==> src/rtl/fetch_queue.sv <==
// Instruction fetch front-end: owns PCF, issues in-order imem requests under a credit scheme,
// buffers returned instructions and drives the IF/ID pipeline register.
module fetch_queue #(
    parameter int unsigned DEPTH     = 4,
    parameter logic [31:0] RESET_PC  = 32'h0000_0000,
    parameter logic [31:0] NOP_INSTR = 32'h0000_0013
) (
    input  logic        clk,
    input  logic        rst_n,
    input  logic        StallF,
    input  logic        StallD,
    input  logic        FlushD,
    input  logic [1:0]  PCSrcE,
    input  logic [31:0] PCTargetE,
    input  logic [31:0] ALUResultE,
    output logic        imem_req_valid,
    input  logic        imem_req_ready,
    output logic [31:0] imem_addr,
    input  logic        imem_rsp_valid,
    input  logic [31:0] imem_rsp_data,
    output logic [31:0] InstrD,
    output logic [31:0] PCD,
    output logic [31:0] PCPlus4D,
    output logic        ValidD,
    output logic        FetchEmpty
);

    localparam int unsigned AW = (DEPTH > 1) ? $clog2(DEPTH) : 1;
    localparam int unsigned CW = AW + 1;

    logic [31:0]   pcf_q, pcf_d;

    // PCs of issued-but-unanswered requests, oldest at pend_rd_q
    logic [31:0]   pend_pc_q [DEPTH];
    logic [AW-1:0] pend_rd_q, pend_rd_d, pend_wr_q, pend_wr_d;
    logic [CW-1:0] pend_cnt_q, pend_cnt_d;

    logic [31:0]   q_instr_q [DEPTH];
    logic [31:0]   q_pc_q [DEPTH];
    logic [AW-1:0] q_head_q, q_head_d, q_tail_q, q_tail_d;
    logic [CW-1:0] q_cnt_q, q_cnt_d;

    logic [CW-1:0] drop_cnt_q, drop_cnt_d;

    logic [31:0]   dec_instr_q, dec_instr_d;
    logic [31:0]   dec_pc_q, dec_pc_d;
    logic [31:0]   dec_pc4_q, dec_pc4_d;
    logic          dec_valid_q, dec_valid_d;

    logic          redirect;
    logic [31:0]   redirect_target;
    logic          pop;
    logic          push;
    logic          issue;
    logic          credit_ok;
    logic [CW:0]   credit_sum;

    assign redirect        = (PCSrcE == 2'b01) || (PCSrcE == 2'b10);
    assign redirect_target = (PCSrcE == 2'b10) ? (ALUResultE & ~32'd1) : PCTargetE;

    // Redirect squashes the head too, so no wrong-path instruction reaches decode
    assign pop = !FlushD && !StallD && !redirect && (q_cnt_q != '0);

    // Every request in flight owns a queue slot before it is issued
    assign credit_sum = {1'b0, pend_cnt_q} + {1'b0, q_cnt_q} - {{CW{1'b0}}, pop};
    assign credit_ok  = credit_sum < (CW + 1)'(DEPTH);

    assign imem_req_valid = rst_n && credit_ok && !StallF && !redirect;
    assign imem_addr      = pcf_q;
    assign issue          = imem_req_valid && imem_req_ready;

    assign push = imem_rsp_valid && !redirect && (drop_cnt_q == '0);

    always_comb begin
        pcf_d = pcf_q;
        if (redirect) begin
            pcf_d = redirect_target;
        end else if (issue) begin
            pcf_d = pcf_q + 32'd4;
        end
    end

    always_comb begin
        pend_wr_d  = pend_wr_q + AW'(issue);
        pend_rd_d  = pend_rd_q + AW'(imem_rsp_valid);
        pend_cnt_d = pend_cnt_q + CW'(issue) - CW'(imem_rsp_valid);

        drop_cnt_d = drop_cnt_q;
        if (redirect) begin
            drop_cnt_d = pend_cnt_q - CW'(imem_rsp_valid);
        end else if (imem_rsp_valid && (drop_cnt_q != '0)) begin
            drop_cnt_d = drop_cnt_q - CW'(1);
        end
    end

    always_comb begin
        q_head_d = q_head_q;
        q_tail_d = q_tail_q;
        q_cnt_d  = q_cnt_q;
        if (redirect) begin
            q_head_d = '0;
            q_tail_d = '0;
            q_cnt_d  = '0;
        end else begin
            q_head_d = q_head_q + AW'(pop);
            q_tail_d = q_tail_q + AW'(push);
            q_cnt_d  = q_cnt_q + CW'(push) - CW'(pop);
        end
    end

    always_comb begin
        dec_instr_d = dec_instr_q;
        dec_pc_d    = dec_pc_q;
        dec_pc4_d   = dec_pc4_q;
        dec_valid_d = dec_valid_q;
        if (FlushD) begin
            dec_instr_d = NOP_INSTR;
            dec_valid_d = 1'b0;
        end else if (StallD) begin
            dec_valid_d = dec_valid_q;
        end else if (pop) begin
            dec_instr_d = q_instr_q[q_head_q];
            dec_pc_d    = q_pc_q[q_head_q];
            dec_pc4_d   = q_pc_q[q_head_q] + 32'd4;
            dec_valid_d = 1'b1;
        end else begin
            dec_instr_d = NOP_INSTR;
            dec_valid_d = 1'b0;
        end
    end

    always_ff @(posedge clk or negedge rst_n) begin
        if (!rst_n) begin
            pcf_q       <= RESET_PC;
            pend_rd_q   <= '0;
            pend_wr_q   <= '0;
            pend_cnt_q  <= '0;
            q_head_q    <= '0;
            q_tail_q    <= '0;
            q_cnt_q     <= '0;
            drop_cnt_q  <= '0;
            dec_instr_q <= NOP_INSTR;
            dec_pc_q    <= '0;
            dec_pc4_q   <= '0;
            dec_valid_q <= 1'b0;
        end else begin
            pcf_q       <= pcf_d;
            pend_rd_q   <= pend_rd_d;
            pend_wr_q   <= pend_wr_d;
            pend_cnt_q  <= pend_cnt_d;
            q_head_q    <= q_head_d;
            q_tail_q    <= q_tail_d;
            q_cnt_q     <= q_cnt_d;
            drop_cnt_q  <= drop_cnt_d;
            dec_instr_q <= dec_instr_d;
            dec_pc_q    <= dec_pc_d;
            dec_pc4_q   <= dec_pc4_d;
            dec_valid_q <= dec_valid_d;
        end
    end

    // Storage arrays carry no reset; their contents are qualified by the counters
    always_ff @(posedge clk) begin
        if (issue) begin
            pend_pc_q[pend_wr_q] <= pcf_q;
        end
        if (push) begin
            q_instr_q[q_tail_q] <= imem_rsp_data;
            q_pc_q[q_tail_q]    <= pend_pc_q[pend_rd_q];
        end
    end

    assign InstrD     = dec_instr_q;
    assign PCD        = dec_pc_q;
    assign PCPlus4D   = dec_pc4_q;
    assign ValidD     = dec_valid_q;
    assign FetchEmpty = (q_cnt_q == '0);

endmodule

==> config.mk <==
export PLATFORM = sky130hd
export DESIGN_NAME = fetch_queue
export DESIGN_NICKNAME = d
export VERILOG_FILES = /design/src/rtl/fetch_queue.sv
export SDC_FILE = /design/constraint.sdc
export NUM_CORES = 1
export LEC_CHECK = 0
export BUFFER_PORTS_ARGS = -buffer_cell sky130_fd_sc_hd__buf_4
export CAP_MARGIN = 30
export CORE_UTILIZATION = 63
export DETAILED_ROUTE_END_ITERATION = 10
export PLACE_DENSITY = 0.85
export SLEW_MARGIN = 30
export SYNTH_ARGS = -nofsm -noshare
export SYNTH_HDL_FRONTEND = slang
export SYNTH_SLANG_ARGS = --single-unit
export TNS_END_PERCENT = 20
==> constraint.sdc <==
create_clock -name clk -period 15.2 [get_ports clk]
set_input_delay 3.04 -clock clk [delete_from_list [all_inputs] [get_ports clk]]
set_output_delay 3.04 -clock clk [all_outputs]
set_load 0.03 [all_outputs]
Yosys cells after proc, flatten, opt, wreduce, memory -nomap -nowiden
Memories as Yosys holds them, arrays and structs flattened.
Cells that the tools add are included.

word-level totals
  memories kept = 3
  output and inout port bits = 131
  word-level logic and storage cells = 75
  bits in registers = 146
  bits in writable memories = 384

operators by class
  muxes and demuxes = 18
  equality and inequality tests = 3
  bitwise operators = 2
  reduce and logical (&&, ||, !) cells = 22
  $lt $le $gt $ge = 1
  add/subtract/negate cells = 14

memories
  memory     words  width  rd ports  clocked after memory_dff  write ports  RTL line  text
  pend_pc_q  4      32     1         0                         1            34        logic [31:0] pend_pc_q [DEPTH];
  q_instr_q  4      32     1         0                         1            38        logic [31:0] q_instr_q [DEPTH];
  q_pc_q     4      32     1         0                         1            39        logic [31:0] q_pc_q [DEPTH];

operator list
  cell                     count
  $mux W32                 6
  $add A32 B3 Y32 const B  2
  $logic_and A1 B1 Y1      10
  $mux W3                  3
  $sub A3 B1 Y3            3
  $add A2 B1 Y2            4
  $mux W1                  7
  $add A3 B1 Y3            2
  $logic_not A3 Y1         2
  $reduce_bool A3 Y1       2
  $add A3 B3 Y4            1
  $logic_not A1 Y1         4
  $lt A4 B3 Y1 const B     1
  $mux W2                  2
  $reduce_bool A2 Y1       2
  $sub A4 B1 Y4            1
  $reduce_and A3 Y1        1
  $sub A3 B1 Y3 const B    1
  $eq A2 B1 Y1 const B     1
  $eq A2 B2 Y1 const B     1
  $ne A2 B1 Y1 const B     1
  $not A1 Y1               2
  $logic_or A1 B1 Y1       1

Longest topological paths before layout
Gate-level depths: netlist of run 1.

  depth after elaboration = 13
  mapped depth = 21
  gate-level depth less buffers = 17

Worst setup path after synthesis of run 1
Ideal clock, no wire load.

  path type = input to output
  start = input PCSrcE[0]
  end = output imem_req_valid
  data required time = 12.160 ns
  slack = 5.816 ns
  cell stages on the path = 14
  path buffers = 4
  data arrival time = 6.344 ns
  cell sequence = inv_1 > ha_1 > clkbuf_1 > or4b_2 > clkbuf_1 > inv_1 > clkbuf_1 > buf_1 > ha_1 > inv_1 > ha_1 > and3b_1 > nor4_1 > o21a_1

on the way
  cells in the longest elaborated chain, start to end = 10
  elaborated cells between the ends (all ways) = 11

RTL lines
  element                                       RTL line  text
  start: declaration                            13        input logic [1:0] PCSrcE,
  $eq A2 B1 Y1 or $eq A2 B2 Y1 (tied branches)  58        assign redirect = (PCSrcE == 2'b01) || (PCSrcE == 2'b10);
  $logic_or A1 B1 Y1 (*)                        58
  $logic_not A1 Y1 (*)                          62, 68
  $logic_and A1 B1 Y1 (2 in a row)              62        assign pop = !FlushD && !StallD && !redirect && (q_cnt_q != '0);
  $sub A4 B1 Y4                                 65        assign credit_sum = {1'b0, pend_cnt_q} + {1'b0, q_cnt_q} - {{CW{1'b0}}, pop};
  $lt A4 B3 Y1                                  66        assign credit_ok = credit_sum < (CW + 1)'(DEPTH);
  $logic_and A1 B1 Y1 (2 in a row)              68        assign imem_req_valid = rst_n && credit_ok && !StallF && !redirect;
  $logic_and A1 B1 Y1 (*)                       68
  end: declaration                              16        output logic imem_req_valid,

Mark *: on every way between the ends. The rest lies on a longest branch, timed or not.

Final worst setup path of run 1
Same ends and word-level chain as after synthesis.

==> results of run 1 <==
-- metal layers --
layer  part of all wire (%)  vias to the layer above  track usage, %
li1                       -                     5236               -
met1                     40                     5920            36.3
met2                     49                      567            44.4
met3                    7.8                       88            5.35
met4                    2.7                        0            8.50
met5                      0                        -               0
-- cell type report --
cell class	instances	area [µm²]
multi-input combinational	615	5520
clock buffer	68	1400
inverter	37	139
fill	1795	7800
tap	442	553
timing repair buffer	252	1920
sequential	528	15100
clock inverter	27	221
-- synth_stat cells (all sizes together) --
| library cell | count |
|---|---|
| a211oi | 29 |
| a21oi | 31 |
| a22o | 30 |
| a31oi | 1 |
| and2 | 8 |
| and3 | 4 |
| and3b | 1 |
| and4 | 2 |
| buf | 20 |
| clkbuf | 45 |
| dfrtp | 141 |
| dfstp | 3 |
| edfxtp | 384 |
| fa | 2 |
| ha | 20 |
| inv | 37 |
| mux2i | 4 |
| mux4 | 96 |
| nand2 | 142 |
| nand2b | 2 |
| nand3 | 17 |
| nand4 | 12 |
| nor2 | 22 |
| nor2b | 31 |
| nor3 | 24 |
| nor3b | 1 |
| nor4 | 16 |
| nor4b | 2 |
| o2111ai | 1 |
| o211a | 1 |
| o211ai | 1 |
| o21a | 2 |
| o21ai | 36 |
| o22a | 3 |
| or2 | 2 |
| or3 | 1 |
| or4 | 1 |
| or4b | 2 |
| xnor2 | 51 |
| xor2 | 17 |
-- through the flow --
stage	instances	worst slack, ns	instance area [µm²]	hold WS, ns	util [%]
detailed placement	1873	5.93	23200	0.465	71.1
global placement	1873	5.98	23200	0.462	71.0
CTS	1968	5.90	24900	0.479	76.0
global route	1969	5.98	24900	0.504	76.1
finish	1969	6.15	24900	0.478	76.1
floorplan	1245	5.82	21000	0.464	-
-- worst paths after layout --
| check | cells after the start | from | end |
|---|---|---|---|
| worst max-delay path | 12 | PCSrcE[0] | imem_req_valid |
| worst min-delay path | 2 | PCD[14] | PCD[14] |
| worst max register to register | 16 | q_cnt_q[0] | pend_cnt_q[2] |
| worst min register to register | 2 | PCD[14] | PCD[14] |
| max in group asynchronous | 2 | rst_n | q_head_q[0] |
| min in group asynchronous | 1 | rst_n | InstrD[15] |
-- logic make-up after synthesis --
family          after synthesis  share of synthesized area [%]
xor+xnor                     68                           2.83
compound gates              135                           4.23
fa+ha+maj                    22                           1.38
mux                         100                           10.6
simple gates                290                           6.89
buf+inv                     102                           2.08
flops                       528                           72.0
-- flip-flops by register name, summed over array words and instances (netlist names) --
| signal | flops |
|---|---|
| pend_pc_q | 128 |
| q_instr_q | 128 |
| q_pc_q | 128 |
| InstrD | 32 |
| PCD | 32 |
| imem_addr | 32 |
| PCPlus4D | 30 |
| drop_cnt_q | 3 |
| pend_cnt_q | 3 |
| q_cnt_q | 3 |
| pend_rd_q | 2 |
| pend_wr_q | 2 |
| q_head_q | 2 |
| q_tail_q | 2 |
| ValidD | 1 |
-- worst max-delay path, cell delays in order --
cell,delay [ns]
buf_4,0.08
inv_1,0.05
ha_4,0.32
or4b_4,0.76
inv_2,0.20
ha_1,0.17
inv_1,0.05
ha_1,0.26
and3b_1,0.20
nor4_1,0.48
o21a_1,0.22
buf_4,0.16
-- power groups by stage --
stage	Combinational [mW]	Sequential (mW)	Clock, mW
3_5_place_dp	0.860	1.92	0
2_1_floorplan	0.393	2.05	0
4_1_cts	0.877	1.90	1.24
5_1_grt	0.938	1.91	1.29
6_report	0.875	1.89	1.23
3_3_place_gp	0.828	1.91	0
==> impl_metrics.ini, run 1 <==
[run_status]
status = finished clean

[logic_synthesis]
syn-num-nets = 1372
yosysTopAreaCell = edfxtp_1
synth_area_mm2 = 0.0210
postSynthCellCount = 1245
seq_area_frac_synth_pct = 72.0
yosys_warnings = 0
syn_area_per_cell_um2 = 16.9
ys_top_cells_by_area = edfxtp_1 55%, dfrtp_1 17%, mux4_2 9.3%
synth_top_area_share_pct = 54.8
ys_seq_elements = 528
ys_types = 52

[sta]
post-route-period-util_pct = 59.6
fmax_ghz = 0.110
slew-limit-headroom_pct = 35.7
tightestPinTransition_ns = 0.964
period_needed_ns = 9.05
fin_skew_ns = 0.0204
hold_viol_final = 0
rsz0062_at_grt = false
finalSetupViolations = 0
setup_tns_ns = 0
maxSlewViolCount = 0

[clock_tree]
clk_latency_ns = 0.57
numCtsBuffers = 51
cts_resized = 0
clock_path_buffers = 3
cts_tree = yes
clk_pin_slew_worst_paths_ns = 0.06
cts.sinks = 528
htree_levels = 2
postCtsSetupBuffers = 0
cts-root-buf = clkbuf_16
cts-hold-fix-buffers = 0

[power_and_ir_drop]
power_density_mw_per_mm2 = 160
swShare_pct = 30.0
intPower_mw = 2.80
p_switching_mw = 1.20
vdd_drop_max_v = 0.000120
seqPwrFrac_pct = 47.4
total_power_mw = 3.99
comb_power_share_pct = 21.9
p_leak_nw = 9.25
clkPwrFrac_pct = 30.7

[critical_path]
worst-path-max-fanout = 52
worstPathRequired_ns = 12.16
cp.arrival_ns = 6.01
critPathLaunchType = primary input
endpoint_kind = primary output
critical_path_class = in2out
rrSetupSlack_ns = 10.36

[drt]
dr_total_vias = 11800
routedWlPerCell_um = 22.6
drtPass1Iterations = 5
drt-total-wl_um = 44600
drt_iter0_drc = 1141
ant_nets = 0
drc = 0
viasPerCell = 6.00

[global_routing]
grt_pass1_wl_um = 68100
grt.overflow.total = 0
antenna_found_initial = 0
grt_pass1_vias = 12100
grt_usage_pct = 26.8
grt_max_degree = 101

[final_layout]
final_cell_mix = 384 x edfxtp_1, 247 x buf_4, 142 x nand2_1, 138 x dfrtp_1, 87 x mux4_2
syn_to_final_growth_pct = 18.3
layout-drive-gt1-share_pct = 28.8
antenna_cells = 0
final_common_cell = edfxtp_1
nets = 1612

[placed_design]
io_buffers = 234
place_hpwl_um = 25800
place_congestion = 0.804

[floorplanning]
fp.dieH_um = 185
core_mm2 = 0.0327
initial_core_util_pct = 64.3
die-area_mm2 = 0.0341
die_width_um = 185
io_pins = 236
core.rowCount = 66

[worst_hold_path]
hold_class = reg2reg

[run]
cap_violations = 0
Power figures use the tool's default switching activity.
==> inputs of run 2 (changes only) <==
--- a/config.mk
+++ b/config.mk
@@ -7,9 +7,9 @@
 export LEC_CHECK = 0
 export BUFFER_PORTS_ARGS = -buffer_cell sky130_fd_sc_hd__buf_4
 export CAP_MARGIN = 30
-export CORE_UTILIZATION = 63
+export CORE_UTILIZATION = 53
 export DETAILED_ROUTE_END_ITERATION = 10
-export PLACE_DENSITY = 0.85
+export PLACE_DENSITY = 0.76
 export SLEW_MARGIN = 30
 export SYNTH_ARGS = -nofsm -noshare
 export SYNTH_HDL_FRONTEND = slang
==> constraint.sdc (replaced) <==
create_clock -name clk -period 7.9 [get_ports clk]
set_input_delay 1.58 -clock clk [delete_from_list [all_inputs] [get_ports clk]]
set_output_delay 1.58 -clock clk [all_outputs]
set_load 0.03 [all_outputs]
==> impl_metrics.ini, run 2 (synthesis results as in run 1) <==
[run_status]
status = finished clean

[placed_design]
io_buffers = 234
preCtsSetupSlack_ns = 2.19
place_hpwl_um = 26400
place_congestion = 0.757
dp.cells = 1950

[power_and_ir_drop]
total_power_mw = 7.74
vdd_drop_max_v = 0.000168
power_density_mw_per_mm2 = 308
p_leak_nw = 9.31

[final_layout]
final_util_pct = 64.5
syn_to_final_growth_pct = 19.3
antenna_cells = 0
fillers = 2697
nets = 1613
largestRegisters = pend_pc_q x128, q_instr_q x128, q_pc_q x128
layoutNonFillerInstCount = 2046
final_common_cell = edfxtp_1
layout-drive-gt1-share_pct = 29.1
final_cell_mix = 384 x edfxtp_1, 249 x buf_4, 142 x nand2_1, 137 x dfrtp_1, 87 x mux4_2

[critical_path]
endpoint_kind = primary output
critPathLaunchType = primary input
path_buf_inv = 5
critical_path_class = in2out
rrSetupSlack_ns = 3.92
crit_path_cell_trace = buf_4 -> inv_1 -> ha_4 -> or4b_4 -> inv_2 -> ha_1 -> inv_1 -> ha_1 -> and3b_1 -> nor4_1 -> o21a_1 -> buf_4
worst-path-max-fanout = 3
slowest_stage = nor4_1
cp.arrival_ns = 4.04
cpPeakStageDelay_ns = 0.48
worstPathRequired_ns = 6.32
path_delay_family = simple AND/OR/NAND/NOR gates

[clock_tree]
postCtsSetupBuffers = 0
numCtsBuffers = 52
clk_pin_slew_worst_paths_ns = 0.06
cts_tree = yes
clk_latency_ns = 0.59
cts-root-buf = clkbuf_16
cts_resized = 0
cts.sinks = 528
clock_path_buffers = 3
htree_levels = 2
cts-hold-fix-buffers = 0

[drt]
drt-total-wl_um = 41900
routedWlPerCell_um = 20.5
drt_iter0_drc = 736
ant_nets = 0
viasPerCell = 5.59
dr_total_vias = 11400
drtPass1Iterations = 5
drc = 0

[global_routing]
antenna_found_initial = 1
grt_pass1_wl_um = 66600
grt_max_degree = 100
grt_usage_pct = 21.4
grt_pass1_vias = 11700
grt.overflow.total = 0

[sta]
tightestPinTransition_ns = 0.973
fin_skew_ns = 0.0254
slew-limit-headroom_pct = 35.1
finalSetupViolations = 0
fin_ws_ns = 2.28
fmax_ghz = 0.178
rsz0062_at_grt = false
period_needed_ns = 5.62
hold_viol_final = 0
post-route-period-util_pct = 71.1
setup_tns_ns = 0
maxSlewViolCount = 0

[worst_hold_path]
hold_class = reg2reg

[floorplanning]
die_width_um = 201
core_mm2 = 0.0389
initial_core_util_pct = 54.1
die-area_mm2 = 0.0405
io_pins = 236
fp.dieH_um = 201
core.rowCount = 72

[run]
cap_violations = 0
-- run 2: final timing paths --
kind	start	end	cells past startpoint
max	PCSrcE[0]	imem_req_valid	12
min	PCD[22]	PCD[22]	2
max reg2reg	q_cnt_q[0]	pend_cnt_q[2]	16
min reg2reg	PCD[22]	PCD[22]	2
max in group asynchronous	rst_n	pend_rd_q[0]	2
min in group asynchronous	rst_n	InstrD[13]	1
-- run 2: tightest hold or removal path: stages, from the launching register on --
cell and delay [ns]:
dfrtp_1 0.34, nand2_1 0.05, nand2_1 0.05
-- run 2: routing by layer --
metal | vias up | routed length [µm] | track usage (%) | part of all wire, %
met5 | - | 0 | 0 | 0
met4 | 0 | 641 | 4.57 | 1.5
met3 | 50 | 2370 | 3.77 | 5.7
met2 | 347 | 20300 | 34.3 | 48
met1 | 5817 | 18600 | 31.1 | 44
li1 | 5229 | - | - | -
-- run 2: metrics by stage --
step | hold slack (ns) | instance area, µm²
floorplan | 0.464 | 21000
global placement | 0.460 | 23300
detailed placement | 0.464 | 23400
CTS | 0.479 | 25100
global route | 0.496 | 25100
finish | 0.473 | 25100
-- run 2: area by class of cell --
cell class	count	area [µm²]	area share (%)
multi-input combinational	615	5520	22.0
clock inverter	22	218	0.868
clock buffer	74	1510	6.01
sequential	528	15100	60.4
timing repair buffer	252	1920	7.65
inverter	37	139	0.553
tap	518	648	2.58
-- run 2: where the power goes --
group	total (mW)	internal [mW]	switching (mW)
Sequential	3.65	3.37	0.278
Combinational	1.64	0.664	0.974
Clock	2.46	1.46	1.00
Total	7.74	5.49	2.25
